$ cat src/rtl/count_mon_pkg.sv
// Shared types, default parameters and the expected-value helper for the
// count sequence monitor.
package count_mon_pkg;

    typedef enum logic [1:0] {
        S_IDLE,
        S_ACQ,
        S_LOCK
    } state_t;

    localparam int DEF_WIDTH       = 8;
    localparam int DEF_ERR_W       = 8;
    localparam int DEF_LOCK_CYCLES = 2;

    // Computed at 32 bits; callers truncate to their width, which gives the wrap.
    function automatic logic [31:0] next_count(input logic [31:0] prev, input logic en);
        return prev + {31'd0, en};
    endfunction

endpackage

$ cat src/rtl/sat_counter.sv
// Saturating up-counter with synchronous clear; an increment coinciding
// with a clear restarts the count at one.
module sat_counter #(
    parameter int W = 8
) (
    input  logic         clk,
    input  logic         rst,
    input  logic         clr,
    input  logic         inc,
    output logic [W-1:0] value
);

    localparam logic [W-1:0] MAX = '1;

    // NOTE: state registers use non-blocking assignments so every flop
    // samples pre-edge values regardless of process evaluation order.
    always_ff @(posedge clk) begin
        if (rst) begin
            value <= '0;
        end else if (inc) begin
            if (clr)
                value <= W'(1);
            else if (value != MAX)
                value <= value + W'(1);
        end else if (clr) begin
            value <= '0;
        end
    end

endmodule

$ cat src/rtl/count_seq_monitor.sv
// Passive checker for an enable-gated counter: locks onto the observed
// sequence and reports every transition breaking count(n+1) = count(n) + en(n).
module count_seq_monitor
    import count_mon_pkg::*;
#(
    parameter int WIDTH       = DEF_WIDTH,
    parameter int ERR_W       = DEF_ERR_W,
    parameter int LOCK_CYCLES = DEF_LOCK_CYCLES
) (
    input  logic             clk,
    input  logic             rst,
    input  logic             en,
    input  logic [WIDTH-1:0] count,
    input  logic             clr_err,
    output logic             locked,
    output logic             err,
    output logic             err_sticky,
    output logic [ERR_W-1:0] err_cnt,
    output logic [WIDTH-1:0] first_bad,
    output logic [WIDTH-1:0] first_exp
);

    localparam logic [3:0] LOCK_TGT = 4'(LOCK_CYCLES);

    state_t           state;
    state_t           state_next;
    logic [WIDTH-1:0] prev_count;
    logic             prev_en;
    logic [WIDTH-1:0] exp_count;
    logic             match;
    logic             viol;
    logic             run_inc;
    logic             run_clr;
    logic [3:0]       good_run;

    // NOTE: every signal assigned here gets a default first, so no path
    // through the case can leave one unassigned and infer a latch.
    always_comb begin
        exp_count  = WIDTH'(next_count(32'(prev_count), prev_en));
        match      = (count == exp_count);
        state_next = state;
        run_inc    = 1'b0;
        run_clr    = 1'b0;
        viol       = 1'b0;
        case (state)
            S_IDLE: begin
                state_next = S_ACQ;
                run_clr    = 1'b1;
            end
            S_ACQ: begin
                if (match) begin
                    run_inc = 1'b1;
                    if (good_run + 4'd1 == LOCK_TGT)
                        state_next = S_LOCK;
                end else begin
                    run_clr = 1'b1;
                end
            end
            S_LOCK: begin
                if (!match) begin
                    viol       = 1'b1;
                    state_next = S_ACQ;
                    run_clr    = 1'b1;
                end
            end
            default: state_next = S_IDLE;
        endcase
    end

    always_ff @(posedge clk) begin
        if (rst) begin
            state      <= S_IDLE;
            prev_count <= '0;
            prev_en    <= 1'b0;
            locked     <= 1'b0;
            err        <= 1'b0;
            err_sticky <= 1'b0;
            first_bad  <= '0;
            first_exp  <= '0;
        end else begin
            state      <= state_next;
            prev_count <= count;
            prev_en    <= en;
            locked     <= (state_next == S_LOCK);
            err        <= viol;
            // A violation outranks a simultaneous clear and re-arms the capture.
            if (viol) begin
                err_sticky <= 1'b1;
                if (!err_sticky || clr_err) begin
                    first_bad <= count;
                    first_exp <= exp_count;
                end
            end else if (clr_err) begin
                err_sticky <= 1'b0;
                first_bad  <= '0;
                first_exp  <= '0;
            end
        end
    end

    sat_counter #(.W(ERR_W)) u_err_cnt (
        .clk   (clk),
        .rst   (rst),
        .clr   (clr_err),
        .inc   (viol),
        .value (err_cnt)
    );

    sat_counter #(.W(4)) u_good_run (
        .clk   (clk),
        .rst   (rst),
        .clr   (run_clr),
        .inc   (run_inc),
        .value (good_run)
    );

endmodule

$ cat config.mk
export PLATFORM = sky130hd
export DESIGN_NAME = count_seq_monitor
export DESIGN_NICKNAME = d
export VERILOG_FILES = /design/src/rtl/count_mon_pkg.sv /design/src/rtl/sat_counter.sv /design/src/rtl/count_seq_monitor.sv
export SDC_FILE = /design/constraint.sdc
export NUM_CORES = 1
export LEC_CHECK = 0
export CORE_MARGIN = 3
export CORE_UTILIZATION = 41
export CTS_CLUSTER_SIZE = 24
export DETAILED_ROUTE_END_ITERATION = 8
export PLACE_DENSITY = 0.66
export SLEW_MARGIN = 20
export SYNTH_ARGS = -nofsm -noshare
export SYNTH_HDL_FRONTEND = slang
export SYNTH_SLANG_ARGS = --single-unit
$ cat constraint.sdc
create_clock -name clk -period 3.7 [get_ports clk]
set_clock_uncertainty 0.1 [all_clocks]
set_input_delay 0.74 -clock clk [delete_from_list [all_inputs] [get_ports clk]]
set_output_delay 0.74 -clock clk [all_outputs]
set_load 0.01 [all_outputs]
Word level (Yosys, flattened, before mapping). Cells that the tools add are included.

Add/subtract/negate cells: 3. Reduce and logical (&&, ||, !) cells: 11. Eq/ne operators: 8. Mux-type cells: 23.

Operators with widths (number): $mux 8 (8); $mux 4 (4); $add 8x1->8 (1); $add 8x1->8 const B (1); $eq 8x8->1 (1); $ne 8x8->1 const B (1); $reduce_bool 2->1 (4); $mux 1 (6); $mux 2 (3); $pmux 2 s3 (1); $reduce_and 2->1 (3); $add 4x1->4 const B (1); $eq 2x2->1 const B (2); $eq 4x2->1 const B (1); $ne 4x4->1 const B (1); $eq 2x1->1 const B (1); $logic_not 2->1 (1); $ne 2x2->1 const B (1); $pmux 1 s2 (1); $reduce_or 2->1 (1); $logic_not 1->1 (1); $logic_or 1x1->1 (1).

Logic and storage cells: 55. Register bits: 42. Input port bits: 12.

Longest topological paths before layout.
Word-level depth: 6. Depth in mapped cells: 9.

Cells and area by module. From an unflattened synthesis, not the netlist that was laid out.

Cell total of the unflattened synthesis: 243. Area total of the unflattened synthesis: 2114.5 um^2.

By module, submodules not included: count_seq_monitor (seq. area each 600.6 um^2, area each 1475.2 um^2, cells an instance 169, instances 1); sat_counter (u_err_cnt) (seq. area each 160.2 um^2, area each 442.9 um^2, cells an instance 51, instances 1); sat_counter (u_good_run) (seq. area each 80.1 um^2, area each 196.4 um^2, cells an instance 23, instances 1).

Worst setup path after synthesis. No wires, ideal clock.

Kind: input port to flip-flop. Start point: input count[3]. End point: register u_good_run.value[3]. Stages: 6. Buffers on the path: 0. Path slack: 1213 ps. Setup time: 70 ps. Data arrival time: 2316 ps. Required time: 3530 ps. Path through: xnor2_1 > xnor2_1 > o311ai_1 > or4_4 > or4_1 > a21oi_1.

Cells in the longest elaborated chain, start to end: 5. Elaborated cells on any way between the ends: 10. Those cells by class: 1 x eq/ne; 6 x mux; 3 x reduce/logical.

Ends and longest elaborated chain: from (decl) (RTL line count_seq_monitor.sv:13) `input logic [WIDTH-1:0] count,`; $eq 8x8->1 (*) (RTL line count_seq_monitor.sv:40) `match = (count == exp_count);`; $mux 1, on equally long branches (RTL line count_seq_monitor.sv:51, count_seq_monitor.sv:60); $pmux 1 s2 / $mux 1 (equally long branches) (RTL line count_seq_monitor.sv:45) `case (state)`; $mux 4 / $reduce_bool 2->1 (equally long branches); $mux 4 / $reduce_and 2->1 (equally long branches); to (signal assigned) (RTL line sat_counter.sv:24) `value <= value + W'(1);`; to (decl) (RTL line sat_counter.sv:10) `output logic [W-1:0] value`.

Every way passes the cells marked *; elsewhere a longest branch is shown, timed or not. A chain may end at the register's enable or synchronous reset.

Worst setup path in the final report.
Start point: input count[4]. End point: register first_bad[4].

Cells in the longest elaborated chain, start to end: 5. Elaborated cells on any way between the ends: 8. Those cells by class: 2 x eq/ne; 4 x mux; 2 x reduce/logical.

Ends and longest elaborated chain: $eq 8x8->1 (RTL line count_seq_monitor.sv:40); $mux 1 (RTL line count_seq_monitor.sv:60) `if (!match) begin`; $mux 1 (RTL line count_seq_monitor.sv:45); $ne 2x2->1 (no source line) / $reduce_bool 2->1 (equally long branches); $reduce_and 2->1 (no source line); to (signal assigned) (RTL line count_seq_monitor.sv:90) `first_bad <= count;`; to (decl) (RTL line count_seq_monitor.sv:19) `output logic [WIDTH-1:0] first_bad,`.

Several ways; a longest one is shown, not always the timed one. The select of a mux whose other input is x is not followed.

==> metrics.md <==
| Metric | Value |
|---|---|
| Pre-antenna DRT Iters | `4` |
| CP Max Fanout | `12` |
| Die footprint | `6250 sq um` |
| Required time of the critical path | `3.79 ns` |
| Leakage | `0.941 nW` |
| IO Count | `39` |
| Period minus WS final | `2.91 ns` |
| Met3 Usage GRT | `3.51%` |
| Final WL | `4690 um` |
| Hold path cells | `2` |
| Total vias in the final route | `between 1.5k and 2k` |
| Share of cells above drive strength 1 | `11.1%` |
| # resized after CTS | `0` |
| Clk sinks | `42` |
| Synth Instances | `about 240` |
| PD cells | `333 nW/um^2` |
| Post-Synthesis Cell Area | `2190 sq um` |
| Port bufs | `38` |
| Place WS | `0.454 ns` |
| Max_cap viols | `0` |
| Top_reg_cell synth | `dfxtp_1` |
| Nature of the critical path endpoint | `flop` |
| Initial Util | `between 40% and 50%` |
| Core Util, Final | `55.1%` |
| Hold Slack | `0.355 ns` |
| Switching share of power | `between 20 and 25%` |
| Layout area overhead | `24.5%` |
| Final Hold Violating Endpoints | `0` |
| Worst min path class | `reg -> reg` |
| Comb pwr share | `7.8%` |
| Vias in the first global route | `1783` |
| Reg2Reg Depth | `7` |
| CTS root buf | `clkbuf_8` |
| CTS buffer count | `5` |
| CTS tree | `done` |
| Max Root-Sink Buffers | `2` |
| CP startpoint kind | `input port` |
| Crit-path max cell delay | `around 0.54 ns` |
| Core box area | `4940 sq um` |
| WS Path Type | `in -> reg` |
| Flop2flop setup slack | `0.96 ns` |
| Global route overflow | `0` |
| Slew HR | `42.1%` |
| Std-Cell Rows | `25` |
| Slew @ Worst Pin | `0.866 ns` |
| Setup violators final | `0` |
| Post-route DRC violation count | `0` |
| Synth warn | `0` |
| Worst Hold Endpoint | `first_exp[0]$_SDFFE_PP0P_` |
| Antenna Cells | `0` |
| Placed Cells | `approximately 340` |
| Largest net degree at the start of global routing | `31` |
| HP Start | `first_exp[0]$_SDFFE_PP0P_` |
| CP dominant cell by count | `nand2_1` |
| Period utilization | `78.6%` |
| Cts hold-fix bufs | `0` |
| Status | `finished, final reports clean` |
| Syn Area/Cell | `about 9 sq um` |
| Final WS setup | `0.792 ns` |
| Final nets | `301` |
| Total net switching power | `0.000201 W` |
| Clk slew on worst S/H paths | `0.08 ns` |
| Vias per cell | `5.39` |
| Crit-path cells | `clkdlybuf4s50_1 > xor2_1 > nand2_1 > o2111ai_1 > o41a_1 > nand2_1 > mux2_2` |
| Fin. max-slew vios | `0` |
| Die Span Y | `79.1 um` |
| Final ANT Viol Nets | `0` |
| Slowest stage cell, crit path | `o41a_1` |
| Worst r2r src | `prev_count[0]$_SDFF_PP0_` |
| Sequential share of power | `just over 50%` |
| RSZ-0062 raised after global routing | `no` |
| Final setup TNS | `0 ns` |
| 1st-iter DRT viols | `123` |
| Async S/R FF share, synth | `0%` |
| Post-Syn Nets | `265` |
| Max IR drop VDD | `0.226 mV` |
| WL/cell | `13.6 um` |
| Reg-to-Reg End | `first_bad[4]$_SDFFE_PP0P_` |
| CP arrival | `3.00 ns` |
| Flops & latches, synth | `42` |
| Initial antenna violation count | `0` |
| Die Wd | `79.1 um` |
| Sequential fraction of the synthesis area | `around two fifths` |
| Met1 Usage GRT | `between 20% and 30%` |
| Number of flops mapped to enable cells by yosys | `0` |
| Max frequency | `approximately 340 MHz` |
| Distinct cells, synth | `51` |
| Clock share of power | `40.9%` |
| H-tree depth | `2` |
| Post-DP HPWL | `3400 um` |
| P_int | `between 0.0007 and 0.0008 W` |
| RePlAce Congestion | `0.812` |
| Busiest grt layer | `met2` |
| First-pass GRT wire length | `8090 um` |
| Layout Cells excl Fill | `346` |
| Met2 Resource Use GR | `27.4%` |
| Clock Latency Late Sink | `0.29 ns` |
| GRT Total Usage | `16.3%` |
| Setup Fix Bufs, Post-CTS | `0` |
flip-flops by register name, indices dropped and copies added, names as in the netlist:
name	flops
locked	1
u_err_cnt.value	8
state	2
prev_en	1
err_sticky	1
u_good_run.value	4
first_exp	8
err	1
prev_count	8
first_bad	8
layout by cell type (no fill, tap or decap), types with 2 or more instances in the layout:
master            n
a21oi_1          16
a31o_2            2
a31oi_1           3
and2_1           10
and3_1            4
buf_4             3
clkbuf_8          6
clkdlybuf4s50_1  38
dfxtp_1          42
ha_1             10
inv_1            11
mux2_2            8
mux2i_1           2
nand2_1          14
nand2b_1          3
nand3_1          10
nand4_1           3
nor2_1            6
nor2b_1           9
nor3_1            3
nor3b_1           2
nor4_1            3
nor4_2            2
o21ai_0          17
o22ai_1           3
o32ai_1           2
or3_1             9
or3b_2            3
xnor2_1          10
xor2_1            4
synth_stat cells (2+ instances only):
cell / instances / share of area [%]
buf_2: 2 / 0.46
ha_1: 10 / 5.7
nand2b_1: 3 / 0.86
or3_1: 9 / 2.6
xnor2_1: 10 / 4.0
buf_4: 2 / 0.69
nor3b_1: 2 / 0.69
mux2_2: 8 / 4.1
nor2b_1: 9 / 2.6
and2_1: 10 / 2.9
a21oi_1: 16 / 3.7
a31o_2: 2 / 0.80
xor2_1: 4 / 1.6
or3b_2: 3 / 1.2
nand4_1: 3 / 0.86
a31oi_1: 3 / 0.86
nand3_1: 10 / 2.3
nor2_1: 6 / 1.0
nor4_1: 3 / 0.86
inv_1: 11 / 1.9
o22ai_1: 3 / 0.86
nand2_1: 14 / 2.4
o32ai_1: 2 / 0.80
nor4_2: 2 / 1.1
and3_1: 4 / 1.1
o21ai_0: 17 / 3.9
mux2i_1: 2 / 0.91
clkbuf_1: 7 / 1.2
nor3_1: 3 / 0.69
dfxtp_1: 42 / 38
routing by layer:
layer | share of wire, % | vias to the layer above
met3 | 4.5 | 6
met5 | 0 | -
met1 | 46 | 872
li1 | - | 948
met2 | 48 | 38
met4 | 1.7 | 0
per-stage QoR:
step           total power, W  cell area (sq um)
3_5_place_dp         0.000548               2610
5_1_grt              0.000953               2730
3_3_place_gp         0.000547               2610
2_1_floorplan        0.000524               2190
4_1_cts              0.000923               2730
6_report             0.000909               2730
worst max-delay path, delay by kind of cell:
kind                      cells  cell delay [ns]
AOI/OAI and AO/OA             2             0.72
xor gates and xnor gates      1             0.17
buffers and inverters         1             0.47
muxes                         1             0.39
and+or+nand+nor               2             0.50
cells by family after synthesis:
logic type	count (synthesis)	share of synthesized area, %
buf+inv	23	4.75
mux	10	5.03
fa+ha+maj	10	5.72
simple gates	88	24.3
flops	42	38.4
compound gates	56	16.2
xor+xnor	14	5.60
layout make-up:
type,count,area (sq um)
clock buffers,6,82.6
multi-input cells,178,1240
flip-flops and latches,42,841
well taps,67,83.8
repair buffers,41,403
clock inverters,1,30.0
inverters,11,41.3
fillers,499,2220
power groups by stage:
stage	sequential, W	combinational (W)	clock, W
5_1_grt	0.000468	0.0000802	0.000405
3_5_place_dp	0.000477	0.0000711	0
6_report	0.000466	0.0000706	0.000372
2_1_floorplan	0.000472	0.0000518	0
4_1_cts	0.000466	0.0000716	0.000386
3_3_place_gp	0.000477	0.0000703	0
worst max-delay path by stage:
| stage | depth (start not counted) | endpoint | slack, ns | from |
|---|---|---|---|---|
| after global placement | 7 | first_bad[0]$_SDFFE_PP0P_ | 0.51 | count[4] |
| after detailed placement | 7 | first_bad[4]$_SDFFE_PP0P_ | 0.45 | count[4] |
| final | 7 | first_bad[4]$_SDFFE_PP0P_ | 0.79 | count[4] |
| after global routing | 7 | first_bad[3]$_SDFFE_PP0P_ | 0.64 | count[4] |
| after CTS | 7 | first_bad[2]$_SDFFE_PP0P_ | 0.79 | count[6] |
| after floorplan | 6 | u_good_run.value[3]$_SDFFE_PP0P_ | 1.21 | count[3] |
Note: power is estimated with default switching activity, not from simulation.
